--- src/rtl/spectrum_pkg.sv ---
// -----------------------------------------------------------------------------
// spectrum_pkg
// Shared definitions for the spectrum power unit:
//   - frame_state_t : frame-level state (stIdle, stRun, stResync)
//   - saturate()    : clamp an unsigned value to a given bit width
//   - SHIFT0_DEFAULT, AVG_SHIFT_DEFAULT : default window / averaging shifts
// No ports (package).
// -----------------------------------------------------------------------------
package spectrum_pkg;

    typedef enum logic [1:0] {
        stIdle   = 2'd0,
        stRun    = 2'd1,
        stResync = 2'd2
    } frame_state_t;

    localparam int SHIFT0_DEFAULT    = 23;
    localparam int AVG_SHIFT_DEFAULT = 2;

    // Returns all ones in the low 'width' bits when value does not fit,
    // otherwise the value itself. Callers slice the result to their width.
    function automatic logic [31:0] saturate(input logic [63:0] value,
                                             input int unsigned width);
        logic [63:0] limit;
        limit = 64'd1 << width;
        if (value >= limit) begin
            return 32'(limit - 64'd1);
        end
        return value[31:0];
    endfunction

endpackage

--- src/rtl/spectrum_avg_ram.sv ---
// -----------------------------------------------------------------------------
// spectrum_avg_ram
// Simple dual-port RAM holding the per-bin running averages. One write port,
// one read port with a single cycle of read latency. The whole module is only
// compiled when SPECTRUM_AVG_EN is defined, so the default build carries no
// RAM at all.
// Ports:
//   clk     : clock
//   wr_en   : write enable
//   wr_addr : write address
//   wr_data : write data
//   rd_addr : read address (sampled on the clock edge)
//   rd_data : registered read data
// -----------------------------------------------------------------------------
`ifdef SPECTRUM_AVG_EN
module spectrum_avg_ram #(
    parameter int DEPTH  = 1024,
    parameter int ADDR_W = $clog2(DEPTH),
    parameter int DATA_W = 10
) (
    input  logic              clk,
    input  logic              wr_en,
    input  logic [ADDR_W-1:0] wr_addr,
    input  logic [DATA_W-1:0] wr_data,
    input  logic [ADDR_W-1:0] rd_addr,
    output logic [DATA_W-1:0] rd_data
);

    logic [DATA_W-1:0] mem [DEPTH];

    // NOTE: the array has no reset on purpose; a reset would turn it into
    // flops instead of a RAM macro. The first frame after reset overwrites
    // every bin it touches, so stale contents are never averaged in.
    always_ff @(posedge clk) begin
        if (wr_en) begin
            mem[wr_addr] <= wr_data;
        end
        rd_data <= mem[rd_addr];
    end

endmodule
`endif

--- src/rtl/spectrum_power_unit.sv ---
// -----------------------------------------------------------------------------
// spectrum_power_unit
// Turns the complex FFT output stream into a byte-wide power spectrum:
// P = re^2 + im^2, window shift by (SHIFT0 - gain), saturate to OUT_W bits,
// optional exponential averaging across frames. Tracks frame framing, the
// per-frame peak bin (DC excluded) and flags framing errors.
// Build option: define SPECTRUM_AVG_EN to compile in per-bin averaging.
// Ports:
//   ckFft / rstFft        : clock, synchronous active-high reset
//   sGain                 : gain select, taken at bin 0 of each frame
//   sRe / sIm             : signed real / imaginary input
//   sValid / sLast / sReady : input handshake, last bin of frame
//   flgFreqSampleValid    : output sample valid
//   addrFreq / byteFreqSample : output bin address and power byte
//   flgFrameDone          : pulse with the last bin of a good frame
//   flgSyncErr            : pulse with the sample that broke framing
//   peakAddr / peakByte   : largest bin of the last good frame
// -----------------------------------------------------------------------------
module spectrum_power_unit
    import spectrum_pkg::*;
#(
    parameter int NPOINT    = 1024,
    parameter int ADDR_W    = $clog2(NPOINT),
    parameter int IN_W      = 19,
    parameter int OUT_W     = 8,
    parameter int GAIN_W    = 3,
    parameter int SHIFT0    = SHIFT0_DEFAULT,
    parameter int AVG_SHIFT = AVG_SHIFT_DEFAULT
) (
    input  logic              ckFft,
    input  logic              rstFft,
    input  logic [GAIN_W-1:0] sGain,
    input  logic [IN_W-1:0]   sRe,
    input  logic [IN_W-1:0]   sIm,
    input  logic              sValid,
    input  logic              sLast,
    output logic              sReady,
    output logic              flgFreqSampleValid,
    output logic [ADDR_W-1:0] addrFreq,
    output logic [OUT_W-1:0]  byteFreqSample,
    output logic              flgFrameDone,
    output logic              flgSyncErr,
    output logic [ADDR_W-1:0] peakAddr,
    output logic [OUT_W-1:0]  peakByte
);

    localparam int P_W = 2 * IN_W;
    localparam logic [ADDR_W-1:0] LAST_BIN = ADDR_W'(NPOINT - 1);

    if (NPOINT < 8 || (1 << ADDR_W) != NPOINT ||
        SHIFT0 < (1 << GAIN_W) - 1 || AVG_SHIFT < 0) begin : g_cfg_check
        $error("spectrum_power_unit: unsupported parameter combination");
    end

    // ---------------- frame control ----------------
    frame_state_t      state, state_next;
    logic [ADDR_W-1:0] bin_cnt, bin_next;
    logic [GAIN_W-1:0] gain_lat, emit_gain;
    logic              accept, emit, emit_err, emit_done;

    assign sReady = ~rstFft;
    assign accept = sValid & sReady;

    // NOTE: every signal gets a default before any branch so no path leaves
    // it unassigned; that is what keeps this block free of latches.
    always_comb begin
        state_next = state;
        bin_next   = bin_cnt;
        emit       = 1'b0;
        emit_err   = 1'b0;
        emit_done  = 1'b0;
        emit_gain  = gain_lat;
        if (accept) begin
            unique case (state)
                stIdle, stRun: begin
                    emit = 1'b1;
                    // Bin 0 uses the gain presented with it, later bins the latched one.
                    if (state == stIdle) emit_gain = sGain;
                    if (sLast) begin
                        state_next = stIdle;
                        bin_next   = '0;
                        if (state == stRun && bin_cnt == LAST_BIN) emit_done = 1'b1;
                        else                                       emit_err  = 1'b1;
                    end else if (state == stRun && bin_cnt == LAST_BIN) begin
                        // Frame overran without sLast: drop input until the next sLast.
                        emit_err   = 1'b1;
                        state_next = stResync;
                        bin_next   = '0;
                    end else begin
                        state_next = stRun;
                        bin_next   = bin_cnt + ADDR_W'(1);
                    end
                end
                stResync: if (sLast) state_next = stIdle;
                default:  state_next = stIdle;
            endcase
        end
    end

    // ---------------- pipeline ----------------
    logic              v1, err1, done1, v2, err2, done2;
    logic [ADDR_W-1:0] addr1, addr2;
    logic [GAIN_W-1:0] gain1;
    logic [P_W-1:0]    re_sq1, im_sq1, w2;
    logic signed [P_W-1:0] re_ext, im_ext;
    logic [31:0]       shamt;

    assign re_ext = P_W'($signed(sRe));
    assign im_ext = P_W'($signed(sIm));
    assign shamt  = 32'(SHIFT0) - 32'(gain1);

    // NOTE: sequential state uses non-blocking assignments so every register
    // samples the pre-edge values, independent of statement order.
    always_ff @(posedge ckFft) begin
        if (rstFft) begin
            state    <= stIdle;
            bin_cnt  <= '0;
            gain_lat <= '0;
            v1       <= 1'b0;
            err1     <= 1'b0;
            done1    <= 1'b0;
            v2       <= 1'b0;
            err2     <= 1'b0;
            done2    <= 1'b0;
        end else begin
            state   <= state_next;
            bin_cnt <= bin_next;
            if (accept && state == stIdle) gain_lat <= sGain;
            v1    <= emit;
            err1  <= emit_err;
            done1 <= emit_done;
            v2    <= v1;
            err2  <= err1;
            done2 <= done1;
        end
    end

    // Datapath registers are qualified by the valids above, so they need no reset.
    always_ff @(posedge ckFft) begin
        addr1  <= bin_cnt;
        gain1  <= emit_gain;
        re_sq1 <= $unsigned(re_ext * re_ext);
        im_sq1 <= $unsigned(im_ext * im_ext);
        addr2  <= addr1;
        w2     <= (re_sq1 + im_sq1) >> shamt;   // sum cannot exceed 2^(P_W-1)
    end

    // ---------------- stage 3: saturate / average ----------------
    logic [OUT_W-1:0] sat3, out3;
    assign sat3 = OUT_W'(saturate(64'(w2), OUT_W));

`ifdef SPECTRUM_AVG_EN
    localparam int ACC_W = OUT_W + AVG_SHIFT;
    logic [ACC_W-1:0]      acc_old, acc_in, acc_new;
    logic signed [ACC_W:0] acc_diff, acc_step;
    logic                  first_frame, init1, init2;

    assign acc_in = ACC_W'(sat3) << AVG_SHIFT;

    always_comb begin
        acc_diff = $signed({1'b0, acc_in}) - $signed({1'b0, acc_old});
        acc_step = acc_diff >>> AVG_SHIFT;
        acc_new  = init2 ? acc_in : ACC_W'({1'b0, acc_old} + $unsigned(acc_step));
    end
    assign out3 = OUT_W'(acc_new >> AVG_SHIFT);

    // The first frame after reset seeds the RAM instead of averaging into
    // whatever it held before.
    always_ff @(posedge ckFft) begin
        if (rstFft)                       first_frame <= 1'b1;
        else if (emit_err || emit_done)   first_frame <= 1'b0;
        init1 <= first_frame;
        init2 <= init1;
    end

    spectrum_avg_ram #(
        .DEPTH  (NPOINT),
        .ADDR_W (ADDR_W),
        .DATA_W (ACC_W)
    ) u_avg_ram (
        .clk     (ckFft),
        .wr_en   (v2 & ~rstFft),
        .wr_addr (addr2),
        .wr_data (acc_new),
        .rd_addr (addr1),
        .rd_data (acc_old)
    );
`else
    assign out3 = sat3;
`endif

    // ---------------- outputs and peak tracker ----------------
    logic [ADDR_W-1:0] trk_addr;
    logic [OUT_W-1:0]  trk_byte;
    logic              beats;

    // Strictly greater keeps the lowest bin on ties; bin 0 (DC) never competes.
    assign beats = (addr2 != '0) && (out3 > trk_byte);

    always_ff @(posedge ckFft) begin
        if (rstFft) begin
            flgFreqSampleValid <= 1'b0;
            addrFreq           <= '0;
            byteFreqSample     <= '0;
            flgFrameDone       <= 1'b0;
            flgSyncErr         <= 1'b0;
            peakAddr           <= '0;
            peakByte           <= '0;
            trk_addr           <= '0;
            trk_byte           <= '0;
        end else begin
            flgFreqSampleValid <= v2;
            flgFrameDone       <= done2;
            flgSyncErr         <= err2;
            if (v2) begin
                addrFreq       <= addr2;
                byteFreqSample <= out3;
                if (addr2 == '0) begin
                    trk_addr <= '0;
                    trk_byte <= '0;
                end else if (beats) begin
                    trk_addr <= addr2;
                    trk_byte <= out3;
                end
                if (done2) begin
                    peakAddr <= beats ? addr2 : trk_addr;
                    peakByte <= beats ? out3  : trk_byte;
                end
            end
        end
    end

endmodule
--- config.mk ---
export PLATFORM = sky130hd
export DESIGN_NAME = spectrum_power_unit
export DESIGN_NICKNAME = d
export VERILOG_FILES = /design/src/rtl/spectrum_pkg.sv /design/src/rtl/spectrum_avg_ram.sv /design/src/rtl/spectrum_power_unit.sv
export SDC_FILE = /design/constraint.sdc
export NUM_CORES = 2
export LEC_CHECK = 0
export ABC_CLOCK_PERIOD_IN_PS = 9160
export CORE_MARGIN = 2
export CORE_UTILIZATION = 63
export CTS_BUF_LIST = sky130_fd_sc_hd__clkbuf_4
export DETAILED_ROUTE_END_ITERATION = 6
export HOLD_SLACK_MARGIN = 0.15
export PLACE_DENSITY = 0.91
export REMOVE_ABC_BUFFERS = 1
export SLEW_MARGIN = 25
export SYNTH_ARGS = -nofsm -noshare
export SYNTH_HDL_FRONTEND = slang
export SYNTH_HIERARCHICAL = 1
export SYNTH_SLANG_ARGS = --single-unit
--- constraint.sdc ---
create_clock -name ckFft -period 9.16 [get_ports ckFft]
set_input_delay 1.832 -clock ckFft [delete_from_list [all_inputs] [get_ports ckFft]]
set_output_delay 1.832 -clock ckFft [all_outputs]
set_load 0.01 [all_outputs]
After elaboration in Yosys (flattened, before gate mapping)
Cells that the tools add are included.
Widths: inputs -> output; s select.
{"block": "word_totals", "elab_cells": 74, "input_bits": 45, "reg_bits": 215, "output_inout_bits": 40}
{"block": "op_classes", "n_reduce_logical": 13, "mux": 20, "bitwise": 5, "shift": 1, "multipliers": 2, "eq_ne": 4, "n_lt_le_gt_ge": 2, "add_sub_neg": 3}
{"operator": "$mul 19x19->38", "count": 2}
{"operator": "$mux 10", "count": 4}
{"operator": "$add 38x38->38", "count": 1}
{"operator": "$ge 38x9->1 const B", "count": 1}
{"operator": "$shr 38x32->38", "count": 1}
{"operator": "$mux 8", "count": 4}
{"operator": "$add 10x1->10 const B", "count": 1}
{"operator": "$eq 10x10->1 const B", "count": 1}
{"operator": "$logic_not 10->1", "count": 1}
{"operator": "$reduce_bool 10->1", "count": 1}
{"operator": "$mux 3", "count": 3}
{"operator": "$gt 8x8->1", "count": 1}
{"operator": "$mux 2", "count": 3}
{"operator": "$reduce_and 2->1", "count": 3}
{"operator": "$sub 5x3->6 const A", "count": 1}
{"operator": "$mux 1", "count": 5}
{"operator": "$not 1->1", "count": 4}
{"operator": "$pmux 2 s2", "count": 1}
{"operator": "$reduce_or 2->1", "count": 2}
{"operator": "$reduce_or 4->1", "count": 1}
{"operator": "$logic_and 1x1->1", "count": 3}
{"operator": "$reduce_or 3->1", "count": 1}
{"operator": "$eq 2x1->1 const B", "count": 1}
{"operator": "$eq 2x2->1 const B", "count": 1}
{"operator": "other kinds (3)", "count": 3}

Logic depth before layout (Yosys ltp)
{"block": "depth", "word_depth": 7, "ltp_mapped": 27, "mapped_depth_nobuf": 25}

Worst setup path before layout
No wires, ideal clock.
{"block": "synth_path", "path_type": "input to register", "from": "input port sIm[11]", "to": "register im_sq1[35]", "path_slack_ns": 0.926, "cell_stages": 24, "t_arrival_ns": 8.162, "path_buffers": 2, "t_required_ns": 9.088, "path_cell_list": "clkbuf_1 -> clkbuf_1 -> nand2_1 -> inv_1 -> fa_1 -> fa_1 -> inv_1 -> fa_1 -> inv_1 -> fa_1 -> fa_1 -> fa_1 -> ha_1 -> ha_1 -> a21o_1 -> a21o_1 -> a2111oi_4 -> a21oi_2 -> o311ai_4 -> o22ai_2 -> o41a_1 -> a21o_1 -> a21oi_2 -> xnor2_1"}
{"block": "synth_between", "elab_chain_len": 1}
{"element": "from (decl)", "line": "spectrum_power_unit.sv:34", "source": "input logic [IN_W-1:0] sIm,"}
{"element": "$mul 19x19->38", "line": "spectrum_power_unit.sv:143", "source": "im_sq1 <= $unsigned(im_ext * im_ext);"}
{"element": "to (signal assigned)", "line": "spectrum_power_unit.sv:143"}
{"element": "to (decl)", "line": "spectrum_power_unit.sv:104", "source": "logic [P_W-1:0] re_sq1, im_sq1, w2;"}
No other way between the ends.
A chain may end at the register's enable or synchronous reset.

Final worst setup path
{"block": "layout_path", "from": "input port sRe[3]", "to": "register re_sq1[37]"}
{"block": "layout_between", "elab_chain_len": 1}
{"element": "from (decl)", "line": "spectrum_power_unit.sv:33", "source": "input logic [IN_W-1:0] sRe,"}
{"element": "$mul 19x19->38", "line": "spectrum_power_unit.sv:142", "source": "re_sq1 <= $unsigned(re_ext * re_ext);"}
{"element": "to (signal assigned)", "line": "spectrum_power_unit.sv:142"}
{"element": "to (decl)", "line": "spectrum_power_unit.sv:104"}
No other way between the ends.

==> summary.txt <==
status: finished, final reports clean
Hold Vio Cnt, Final: 0
clock root cell: clkbuf_4
FP Rows: 82
RSZ-0062 raised after global routing: no
min Tclk post-route: 8.62 ns
nets: 4450
Slew Limit Fails: 0
All-Layer GR Usage: 0.287
Initial DRC Count: 1791
R2R Setup Slk: 4.79 ns
gpl congestion: 0.938
largest net degree at the start of global routing: 67
Hold WS: 0.308 ns
vias per inst: 5.68
global route hottest layer: met2
met1 GRT Util: 0.352
M2 GR Usage: 0.498
ys async rst share: 0
Synth Register Bits: 195
initial core utilization: 0.640
Die ar.: 0.0530 mm^2
worst slew pin tran: 1.00 ns
CP dominant cell by count: inv_1
initial antenna violation count: 1
CTS tree: built
Max Cap Viol: 0
drt total wl: 72300 um
Vias: 23478
Final period util: 0.941
worst reg2reg endpoint: trk_byte[3]
CTS resizes: 0
vias in the first global route: 25895
Crit Path Class: primary input to flip-flop
drt wl/cell: 17.5 um
CTS Hold Buffers Added: 0
Worst-path clk slew: 0.19 ns
first-pass GRT wire length: 122000 um
Synth Flop Type: dfxtp_1
crit end category: flip-flop
Final setup viols: 0
crit path DAT: 9.15 ns
Core ar.: 0.0504 mm^2
Yosys cell types: 86
worst-skew pair later-pin latency: 0.60 ns
TritonRoute pass-1 iters: 6
Worst R2R Path Depth: 17
Die Wd: 230 um
Startpoint Class: primary input
worst min path class: flip-flop to flip-flop
Crit Path Max Fanout: 11
CP Capture Point: re_sq1[37]
met3 usage: 0.0406
EDFF count, synth: 0
clk sinks: 195
Max Clock Freq: 116 MHz
Area Growth Syn to Fin: 6.31%
post-CTS setup buffers: 0
Worst path max stage delay: 0.77 ns
critical path launch point: sRe[3]
Fin Setup TNS: 0 ns
clock skew: 0.0447 ns
critical path's slowest cell: clkdlybuf4s50_1
Vert. Die Dim: 230 um
Port Buf Inserts: 84
half-perimeter wire length after placement: 61500 um
H-tree depth: 4
RR Startpoint: w2[19]
share of layout cells above drive strength 1: 0.0408
Mapped Cells: 3394
post-synthesis sequential area ratio: 0.121
tightest slew margin relative to the limit: 0.333
drt drc: 0
YS warnings: 6
DRT antenna net count: 0
I/O pin total: 85
GR Overflow Total: 0
Post-Syn Area: 0.0323 mm^2
Critical Path RT: 9.68 ns
syn avg cell area: 9.51 um^2
clock buffer depth: 2
Num CTS Buffers: 17
## layout by cell type (no fill, tap or decap), types with 7 or more instances in the layout
master and count:
inv_1 805, fa_1 660, nand2_1 303, ha_1 300, dfxtp_1 195, nor2_1 157
and2_1 103, xnor2_1 100, a21oi_1 95, clkdlybuf4s50_1 83, buf_4 61, a21o_1 50
mux2i_1 46, nor2b_1 41, o21ai_0 41, xor2_1 39, a211oi_1 33, nor3_1 22
nand4_1 20, nand2b_1 20, nand3_1 20, o21a_1 18, clkbuf_4 18, o211ai_1 17
a22oi_1 17, o21ai_1 16, o21bai_1 15, a31o_2 11, nor4_1 9, or3_1 9
o22ai_1 9, and3_1 7, mux2_2 7
## cell families (layout without fill, tap and decap cells)
group,count (synthesis),after routing,share of synthesized area
xor gates and xnor gates,139,139,0.0377
and+or+nand+nor,734,734,0.106
DFF,195,195,0.121
muxes,55,55,0.0175
buffers and inverters,921,985,0.107
AOI/OAI and AO/OA,390,390,0.0842
adders and majority gates,960,960,0.526
other,0,1,0
## stage by stage
stage	util	area, um^2	worst slack [ns]	std cells
finish	0.681	34300	0.536	4131
global route	0.681	34300	0.155	4131
CTS	0.681	34300	0.704	4130
detailed placement	0.674	34000	0.0622	4098
global placement	0.674	34000	0.342	4098
floorplan	-	31800	1.42	3280
## how the worst min path moves through the flow
stage / from / end / slack (ns) / cells after the start
2_1_floorplan: addr1[0] / addr2[0] / 0.31 / 0
3_3_place_gp: addr1[5] / addr2[5] / 0.31 / 0
3_5_place_dp: addr1[9] / addr2[9] / 0.31 / 0
4_1_cts: addr1[7] / addr2[7] / 0.31 / 0
5_1_grt: addr1[7] / addr2[7] / 0.30 / 0
6_report: addr1[7] / addr2[7] / 0.31 / 0
## per-layer routing
| layer | vias to the layer above | routed length, um |
|---|---|---|
| met5 | - | 0 |
| met4 | 0 | 3980 |
| met3 | 312 | 4950 |
| met2 | 1002 | 36300 |
| met1 | 11644 | 27000 |
| li1 | 10520 | - |
## state kept, by name (all words and copies together) (netlist names), 2 cells and up
name            flops
byteFreqSample      8
bin_cnt            10
addr2              10
trk_addr           10
im_sq1             36
peakAddr           10
gain_lat            3
trk_byte            8
addrFreq           10
w2                 22
re_sq1             36
gain1               3
addr1              10
state               2
peakByte            8
## layout make-up
class | instances | area [um^2]
Antenna cell | 1 | 2.50
Clock inverter | 14 | 180
Tap cell | 672 | 841
Clock buffer | 18 | 135
Inverter | 807 | 3030
Fill cell | 3571 | 16100
Multi-Input combinational cell | 2278 | 24900
Timing Repair Buffer | 146 | 1310
Sequential cell | 195 | 3900
## Yosys cell counts, types with 22 or more instances
master	n	area, um^2
a211oi_1	33	248
xor2_1	39	342
ha_1	300	3750
o21ai_0	41	205
xnor2_1	100	876
nor3_1	22	110
inv_1	805	3020
nor2b_1	41	257
a21oi_1	95	475
clkbuf_1	104	390
mux2i_1	46	460
nor2_1	157	589
fa_1	660	13200
nand2_1	303	1140
dfxtp_1	195	3900
and2_1	103	644
a21o_1	50	375
## critical path: cells and delay by family
| kind | cells | cell delay, ns |
|---|---|---|
| compound gates | 10 | 2.31 |
| xor+xnor | 1 | 0.13 |
| fa+ha+maj | 8 | 3.21 |
| buf+inv | 6 | 1.31 |
| simple gates | 1 | 0.35 |
Power is not shown: default switching activity piles up to over one toggle a cycle in this logic, so the estimate is an artifact.
